<file path="src/rtl/add_seq_pkg.sv">
// Shared constants and state encoding for the chunk-serial adder.
package add_seq_pkg;

    localparam int unsigned CHUNK_W    = 16;
    localparam int unsigned NCHUNK_DEF = 4;

    typedef enum logic [1:0] {
        ST_IDLE = 2'd0,
        ST_RUN  = 2'd1,
        ST_DONE = 2'd2
    } state_t;

endpackage

</file>
<file path="src/rtl/CLA_16bit.sv">
// 16-bit two-level carry-lookahead adder (4 groups of 4 bits).
module CLA_16bit (
    input  logic [15:0] a,
    input  logic [15:0] b,
    input  logic        cin,
    output logic [15:0] s,
    output logic        cout,
    output logic        p,
    output logic        g
);

    // Carries into bits 0..3 of a 4-bit group, flattened lookahead terms.
    function automatic logic [3:0] carries4(input logic [3:0] pv, input logic [3:0] gv,
                                            input logic c0);
        logic [3:0] c;
        c[0] = c0;
        c[1] = gv[0] | (pv[0] & c0);
        c[2] = gv[1] | (pv[1] & gv[0]) | (pv[1] & pv[0] & c0);
        c[3] = gv[2] | (pv[2] & gv[1]) | (pv[2] & pv[1] & gv[0]) | (pv[2] & pv[1] & pv[0] & c0);
        return c;
    endfunction

    function automatic logic group_g(input logic [3:0] pv, input logic [3:0] gv);
        return gv[3] | (pv[3] & gv[2]) | (&pv[3:2] & gv[1]) | (&pv[3:1] & gv[0]);
    endfunction

    logic [15:0] pb;
    logic [15:0] gb;
    logic [3:0]  pp;
    logic [3:0]  gg;
    logic [3:0]  cg;
    logic [15:0] c;

    always_comb begin
        pb = a ^ b;
        gb = a & b;
        for (int unsigned k = 0; k < 4; k++) begin
            pp[k] = &pb[4*k +: 4];
            gg[k] = group_g(pb[4*k +: 4], gb[4*k +: 4]);
        end
        cg = carries4(pp, gg, cin);
        for (int unsigned k = 0; k < 4; k++) begin
            c[4*k +: 4] = carries4(pb[4*k +: 4], gb[4*k +: 4], cg[k]);
        end
        s    = pb ^ c;
        p    = &pp;
        g    = group_g(pp, gg);
        cout = g | (p & cin);
    end

endmodule

</file>
<file path="src/rtl/add_seq_64.sv">
// Multi-cycle W-bit adder/subtractor: one 16-bit chunk per cycle through a shared CLA.
module add_seq_64
    import add_seq_pkg::*;
#(
    parameter int unsigned NCHUNK = NCHUNK_DEF
) (
    input  logic                    clk,
    input  logic                    rst,
    input  logic                    start,
    input  logic                    sub,
    input  logic [CHUNK_W*NCHUNK-1:0] a,
    input  logic [CHUNK_W*NCHUNK-1:0] b,
    input  logic                    cin,
    output logic                    busy,
    output logic                    done,
    output logic [CHUNK_W*NCHUNK-1:0] s,
    output logic                    cout,
    output logic                    ovf
);

    localparam int unsigned W     = CHUNK_W * NCHUNK;
    localparam int unsigned IDX_W = (NCHUNK > 1) ? $clog2(NCHUNK) : 1;
    localparam logic [IDX_W-1:0] LAST = IDX_W'(NCHUNK - 1);

    state_t             state;
    logic [IDX_W-1:0]   idx;
    logic               carry;
    logic [W-1:0]       a_r;
    logic [W-1:0]       b_r;
    logic [CHUNK_W-1:0] a_chunk;
    logic [CHUNK_W-1:0] b_chunk;
    logic [CHUNK_W-1:0] cla_s;
    logic               cla_cout;

    assign a_chunk = a_r[idx*CHUNK_W +: CHUNK_W];
    assign b_chunk = b_r[idx*CHUNK_W +: CHUNK_W];

    CLA_16bit u_cla (
        .a    (a_chunk),
        .b    (b_chunk),
        .cin  (carry),
        .s    (cla_s),
        .cout (cla_cout),
        .p    (),
        .g    ()
    );

    always_ff @(posedge clk) begin
        if (rst) begin
            state <= ST_IDLE;
            idx   <= '0;
            carry <= 1'b0;
            a_r   <= '0;
            b_r   <= '0;
            s     <= '0;
            cout  <= 1'b0;
            ovf   <= 1'b0;
            busy  <= 1'b0;
            done  <= 1'b0;
        end else begin
            done <= 1'b0;
            case (state)
                ST_IDLE: begin
                    if (start) begin
                        a_r   <= a;
                        b_r   <= sub ? ~b : b;
                        carry <= sub | cin;
                        idx   <= '0;
                        busy  <= 1'b1;
                        state <= ST_RUN;
                    end
                end
                ST_RUN: begin
                    s[idx*CHUNK_W +: CHUNK_W] <= cla_s;
                    carry <= cla_cout;
                    if (idx == LAST) begin
                        // carry into the MSB is recovered from the sum bit
                        cout  <= cla_cout;
                        ovf   <= a_chunk[CHUNK_W-1] ^ b_chunk[CHUNK_W-1] ^ cla_s[CHUNK_W-1] ^ cla_cout;
                        idx   <= '0;
                        state <= ST_DONE;
                    end else begin
                        idx <= idx + 1'b1;
                    end
                end
                ST_DONE: begin
                    done  <= 1'b1;
                    busy  <= 1'b0;
                    state <= ST_IDLE;
                end
                default: state <= ST_IDLE;
            endcase
        end
    end

endmodule
</file>
<file path="config.mk">
export PLATFORM = sky130hd
export DESIGN_NAME = add_seq_64
export DESIGN_NICKNAME = d
export VERILOG_FILES = /design/src/rtl/add_seq_pkg.sv /design/src/rtl/CLA_16bit.sv /design/src/rtl/add_seq_64.sv
export SDC_FILE = /design/constraint.sdc
export NUM_CORES = 1
export LEC_CHECK = 0
export BUFFER_PORTS_ARGS = -buffer_cell sky130_fd_sc_hd__clkbuf_2
export CAP_MARGIN = 20
export CORE_MARGIN = 8
export CORE_UTILIZATION = 59
export DETAILED_ROUTE_END_ITERATION = 7
export HOLD_SLACK_MARGIN = 0.1
export PLACE_DENSITY = 0.91
export SLEW_MARGIN = 25
export SYNTH_ARGS = -nofsm -noshare
export SYNTH_HDL_FRONTEND = slang
export SYNTH_HIERARCHICAL = 1
export SYNTH_SLANG_ARGS = --single-unit
</file>
<file path="constraint.sdc">
create_clock -name clk -period 9.9 [get_ports clk]
set_input_delay 1.98 -clock clk [delete_from_list [all_inputs] [get_ports clk]]
set_output_delay 1.98 -clock clk [all_outputs]
set_load 0.005 [all_outputs]
</file>
## After elaboration in Yosys (flattened, before gate mapping)

Index checks and enable logic that the tools add are counted.

| word-level totals | value |
|---|---|
| bits in registers | 201 |
| logic and storage cells | 172 |

| cells by class | value |
|---|---|
| reductions and logical operators | 23 |
| add/subtract/negate cells | 2 |
| bitwise operators | 115 |
| multiplexer cells | 13 |
| equality and inequality tests | 5 |
| shift operators | 4 |

Operator list:

| kind | count |
|---|---|
| $shiftx 64x7->16 | 2 |
| $bwmux 64 | 1 |
| $mux 64 | 1 |
| $not 64->64 | 1 |
| $shift 16x34->64 const A | 1 |
| $shiftx 16x34->64 | 1 |
| $and 1x1->1 | 61 |
| $or 1x1->1 | 47 |
| $neg 6->34 | 1 |
| $xor 16x16->16 | 2 |
| $reduce_and 2->1 | 9 |
| $and 16x16->16 | 1 |
| $reduce_and 16->1 | 1 |
| $reduce_and 4->1 | 4 |
| $reduce_and 12->1 | 1 |
| $reduce_and 3->1 | 4 |
| $mux 2 | 4 |
| $pmux 2 s2 | 2 |
| $reduce_and 8->1 | 1 |
| $eq 2x2->1 const B | 2 |
| $ne 2x2->1 const B | 2 |
| $pmux 1 s2 | 2 |
| $reduce_bool 2->1 | 2 |
| $mux 1 | 3 |
| other kinds (4) | 6 |

## Depth between registers and ports, before layout

| logic depth | value |
|---|---|
| depth after elaboration | 15 |
| gate-level depth with buffers | 14 |

## Modules after synthesis

Netlist, hierarchy kept.

Modules (own cells, without submodules):

| module | cells an instance | times used | sequential area each (um^2) | area an instance (um^2) |
|---|---|---|---|---|
| add_seq_64 | 876 | 1 | 4023.9 | 8300.5 |
| CLA_16bit | 89 | 1 | 0.0 | 743.2 |

## Worst setup path before layout

OpenSTA, ideal clock, no wires.

| path | value |
|---|---|
| kind | reg2reg |
| start point | register idx[0] |
| end point | register ovf |
| library setup time | 91 ps |
| period minus slack after synthesis | 3591 ps |
| arrival | 3500 ps |
| path slack | 6309 ps |
| stages on the path, launching flop included | 15 |
| path buffers | 2 |
| cell sequence | dfxtp_1 buf_4 buf_2 mux4_2 ha_1 nand2_1 o21a_1 o211ai_4 a22o_1 nor2_2 xnor2_1 xnor2_1 xnor2_2 xnor2_1 a311oi_1 |

RTL lines:

| item | line | text |
|---|---|---|
| start, declared | add_seq_64.sv:26 | `logic [IDX_W-1:0] idx;` |
| start signal, assigned | add_seq_64.sv:83 | `idx <= idx + 1'b1;` |
| $shiftx 64x7->16 (*) | add_seq_64.sv:35 | `assign a_chunk = a_r[idx*CHUNK_W +: CHUNK_W];` |
| via a_chunk[3] | add_seq_64.sv:30 | `logic [CHUNK_W-1:0] a_chunk;` |
| $xor 16x16->16 | CLA_16bit.sv:35 | `pb = a ^ b;` |
| $and 1x1->1 or $reduce_and 2->1 (tied branches) | CLA_16bit.sv:24 | `return gv[3] \| (pv[3] & gv[2]) \| (&pv[3:2] & gv[1]) \| (&pv[3:1] & gv[0]);` |
| $or 1x1->1 or $and 1x1->1 (tied branches) | CLA_16bit.sv:24 |  |
| $or 1x1->1 (2 in a row) | CLA_16bit.sv:24 |  |
| $and 1x1->1 | CLA_16bit.sv:19 | `c[3] = gv[2] \| (pv[2] & gv[1]) \| (pv[2] & pv[1] & gv[0]) \| (pv[2] & pv[1] & pv[0] & c0);` |
| $or 1x1->1 | CLA_16bit.sv:19 |  |
| $or 1x1->1 (*) | CLA_16bit.sv:19 |  |
| $and 1x1->1 (*) | CLA_16bit.sv:19 |  |
| $or 1x1->1 (*) | CLA_16bit.sv:19 |  |
| $xor 16x16->16 (*) | CLA_16bit.sv:45 | `s = pb ^ c;` |
| via cla_s[15] | add_seq_64.sv:32 | `logic [CHUNK_W-1:0] cla_s;` |
| $xor 1x1->1 (*) (2 in a row) | add_seq_64.sv:79 | `ovf <= a_chunk[CHUNK_W-1] ^ b_chunk[CHUNK_W-1] ^ cla_s[CHUNK_W-1] ^ cla_cout;` |
| end signal, assigned | add_seq_64.sv:79 |  |
| end, declared | add_seq_64.sv:18 | `output logic ovf` |

The timed path passes the listed nets; every way through them passes the cells marked *.
A chain may end at the register's enable or synchronous reset.

## Worst setup path in the final report

| path | value |
|---|---|
| start point | register idx[0] |
| end point | register ovf |

RTL lines:

| item | line |
|---|---|
| $shiftx 64x7->16 (*) | add_seq_64.sv:35 |
| via a_chunk[10] | add_seq_64.sv:30 |
| $and 16x16->16 or $xor 16x16->16 (tied branches) | CLA_16bit.sv:36, CLA_16bit.sv:35 |
| $and 1x1->1 or $reduce_and 2->1 (tied branches) | CLA_16bit.sv:24 |
| $or 1x1->1 or $and 1x1->1 (tied branches) | CLA_16bit.sv:24 |
| $or 1x1->1 (2 in a row) | CLA_16bit.sv:24 |
| $or 1x1->1 (2 in a row) | CLA_16bit.sv:19 |
| $or 1x1->1 (*) | CLA_16bit.sv:19 |
| $and 1x1->1 (*) | CLA_16bit.sv:19 |
| $or 1x1->1 (*) | CLA_16bit.sv:19 |
| $xor 16x16->16 (*) | CLA_16bit.sv:45 |
| via cla_s[15] | add_seq_64.sv:32 |
| $xor 1x1->1 (*) (2 in a row) | add_seq_64.sv:79 |

Marks and branches as above.

==> results.txt <==
pwr/cell area -> 180 mW/mm^2
CP delay by family, top -> XOR/XNOR gates
unrepaired setup endpoints after global routing -> false
vias in the first global route -> 7604
drt wl/cell -> 18.7 microns
met1 usage -> 29.4%
Clock Latency Late Sink -> 0.49 ns
WP depth -> 12
CP max FO -> 32
first-pass GRT wire length -> 38.9 mm
routability cong. -> 0.833
dominant synthesized flop cell -> dfxtp_1
core area -> 0.0151 sq mm
cts bufs inserted -> 21
reg2reg start -> idx[0]
number of synthesized register bits -> 201
Final Slew Violations -> 0
Port-buffer cells -> 200
WL final -> 24.6 mm
worst hold path depth -> 2
drt drc -> 0
Leakage -> 4.34 nW
post-route ant nets -> 0
initial core utilization -> 59.9%
WP buf/inv -> 1
commonest non-fill, non-tap cell in the layout -> dfxtp_1
max frequency -> 239 MHz
Cell Area, Synth -> 0.00904 sq mm
crit end category -> flip-flop
DIE AREA -> 0.0195 sq mm
final hold vios -> 0
Netlist cell types -> 47
row cnt -> 45
Final #Nets -> 1278
syn_nets -> 1124
Worst R2R Path Depth -> 12
critical path arrival -> 4.58 ns
Setup crit end -> ovf
ys async rst share -> 0%
setup tns final -> 0 ns
flop-to-flop setup slack -> 5.71 ns
Seq/Total Area, Yosys -> 44.5%
Slew headroom -> 33.3%
most frequent cells in the layout -> 199 x dfxtp_1, 198 x clkbuf_2, 145 x nand2_1
CP startpoint kind -> flip-flop
Vias -> 7762
Crit-path slowest cell -> mux4_2
Root Buffer -> clkbuf_16
clk_skew -> 0.0119 ns
Hold WC Path Type -> reg -> reg
Post-synth EDFFs -> 0
share of layout cells above drive strength 1 -> 25.6%
post_cts resized -> 0
initial drt markers -> 742
Die Span Y -> 140 microns
Ant. Diodes -> 0
all-layer global routing usage -> 24.2%
IO Pins -> 201
Req. time, crit path -> 10.29 ns
largest net degree at the start of global routing -> 131
final total power -> 0.00191 W
endpoints failing setup -> 0
post-CTS setup buffer count -> 0
Slew @ Worst Pin -> 1.00 ns
Congestion Overflow GR -> 0
initial antenna violation count -> 0
max-cap viol count -> 0
Worst setup startpoint -> idx[0]
warning count from the yosys run -> 6
GRT met2 Usage -> 39.6%
met3 Resource Use GR -> 5.64%
Worst path most repeated cell -> xnor2_1
CP cell instances -> buf_4 > mux4_2 > ha_1 > nand2_1 > nor4_1 > a22o_1 > nor2_2 > xnor2_1 > xnor2_1 > xnor2_2 > xnor2_1 > a311oi_1
Reg2Reg Capture Point -> ovf
CTS H-tree depth -> 1
GRT Max-Usage Layer -> met2
Max stage delay on crit path -> 0.66 ns
Mapped Avg Cell Area -> 9.37 sq um
Post-Syn Instances -> 965
hpwl dp -> 17.0 mm
CTS tree -> built
CP Class -> reg -> reg
die width -> 140 microns
VDD IR-drop max -> 162 uV
# clock sinks -> 201
Clock Path Buffers -> 3
final worst path period need -> 4.19 ns
area grow syn2layout -> 17.8%
Reg clk slew, reported paths -> 0.06 ns
cts-stage hold buffer count -> 0
DRT Pass-1 Iters -> 5
status -> completed
Util after Layout -> 70.6%
DR vias/cell -> 5.89
Tcrit/Tclk final -> 42.3%
==> logic make-up (layout without fill, tap and decap cells) <==
family	count (synthesis)	in the layout	synth area share, %
AOI/OAI and AO/OA	231	231	17.3
xor gates and xnor gates	78	78	7.64
adders and majority gates	26	26	3.93
buffers and inverters	86	251	4.04
DFF	201	201	44.5
muxes	32	32	7.97
and+or+nand+nor	311	311	14.7
==> sequential cells by signal (all words and copies together) (netlist names) <==
signal	cells
a_r	64
b_r	64
s	64
idx	2
state	2
busy	1
carry	1
cout	1
done	1
ovf	1
==> layer usage <==
metal	part of all wire (%)	wire length, microns
met3	8.4	2070
met4	4.7	1150
met5	0	0
met1	40	9920
met2	47	11500
==> final cells by class <==
class                      count  area [sq um]
clock buffer                  27           578
inverter                      12          45.0
sequential                   201          4030
fill                        1062          4440
timing repair buffer         205          1050
clock inverter                 7          43.8
multi-input combinational    678          4670
tap                          188           235
==> synthesized netlist by cell type, types with 5 or more instances <==
cell type / number / area share, %
dfxtp_1: 201 / 44
nand2_1: 145 / 6.0
nor2_1: 137 / 5.7
a21oi_1: 77 / 4.3
xnor2_1: 72 / 7.0
a211oi_1: 64 / 5.3
a22oi_1: 64 / 5.3
clkbuf_1: 40 / 1.7
mux4_2: 32 / 8.0
buf_2: 31 / 1.7
ha_1: 22 / 3.0
inv_1: 11 / 0.46
o21ai_0: 5 / 0.28
xor2_1: 5 / 0.48
==> worst min-delay path, delay by kind of cell, from the launching register on <==
kind / cells / cell delay, ns
AND/OR/NAND/NOR: 1 / 0.05
flip-flops: 1 / 0.30
AO/OA/AOI/OAI: 1 / 0.05
==> how the worst min path moves through the flow <==
stage | from | end
detailed placement | a_r[41] | a_r[41]
finish | a_r[39] | a_r[39]
global placement | a_r[28] | a_r[28]
global route | a_r[30] | a_r[30]
floorplan | a_r[32] | a_r[32]
CTS | a_r[39] | a_r[39]
==> stage by stage <==
step / instances / cell area, sq um / worst slack [ns] / hold slack (ns)
2_1_floorplan: 965 / 9040 / 6.31 / 0.433
3_3_place_gp: 1284 / 10000 / 5.75 / 0.439
3_5_place_dp: 1284 / 10000 / 5.61 / 0.445
4_1_cts: 1318 / 10600 / 5.67 / 0.455
5_1_grt: 1318 / 10700 / 5.39 / 0.472
6_report: 1318 / 10700 / 5.71 / 0.453
==> power by group <==
group	leakage, nW	internal (W)	total [W]	switching [W]
logic	2.39	0.000125	0.000306	0.000182
registers	1.65	0.000855	0.000883	0.0000286
clock network	0.304	0.000410	0.000724	0.000314
total	4.34	0.00139	0.00191	0.000524
Note: power is estimated with default switching activity, not from simulation.
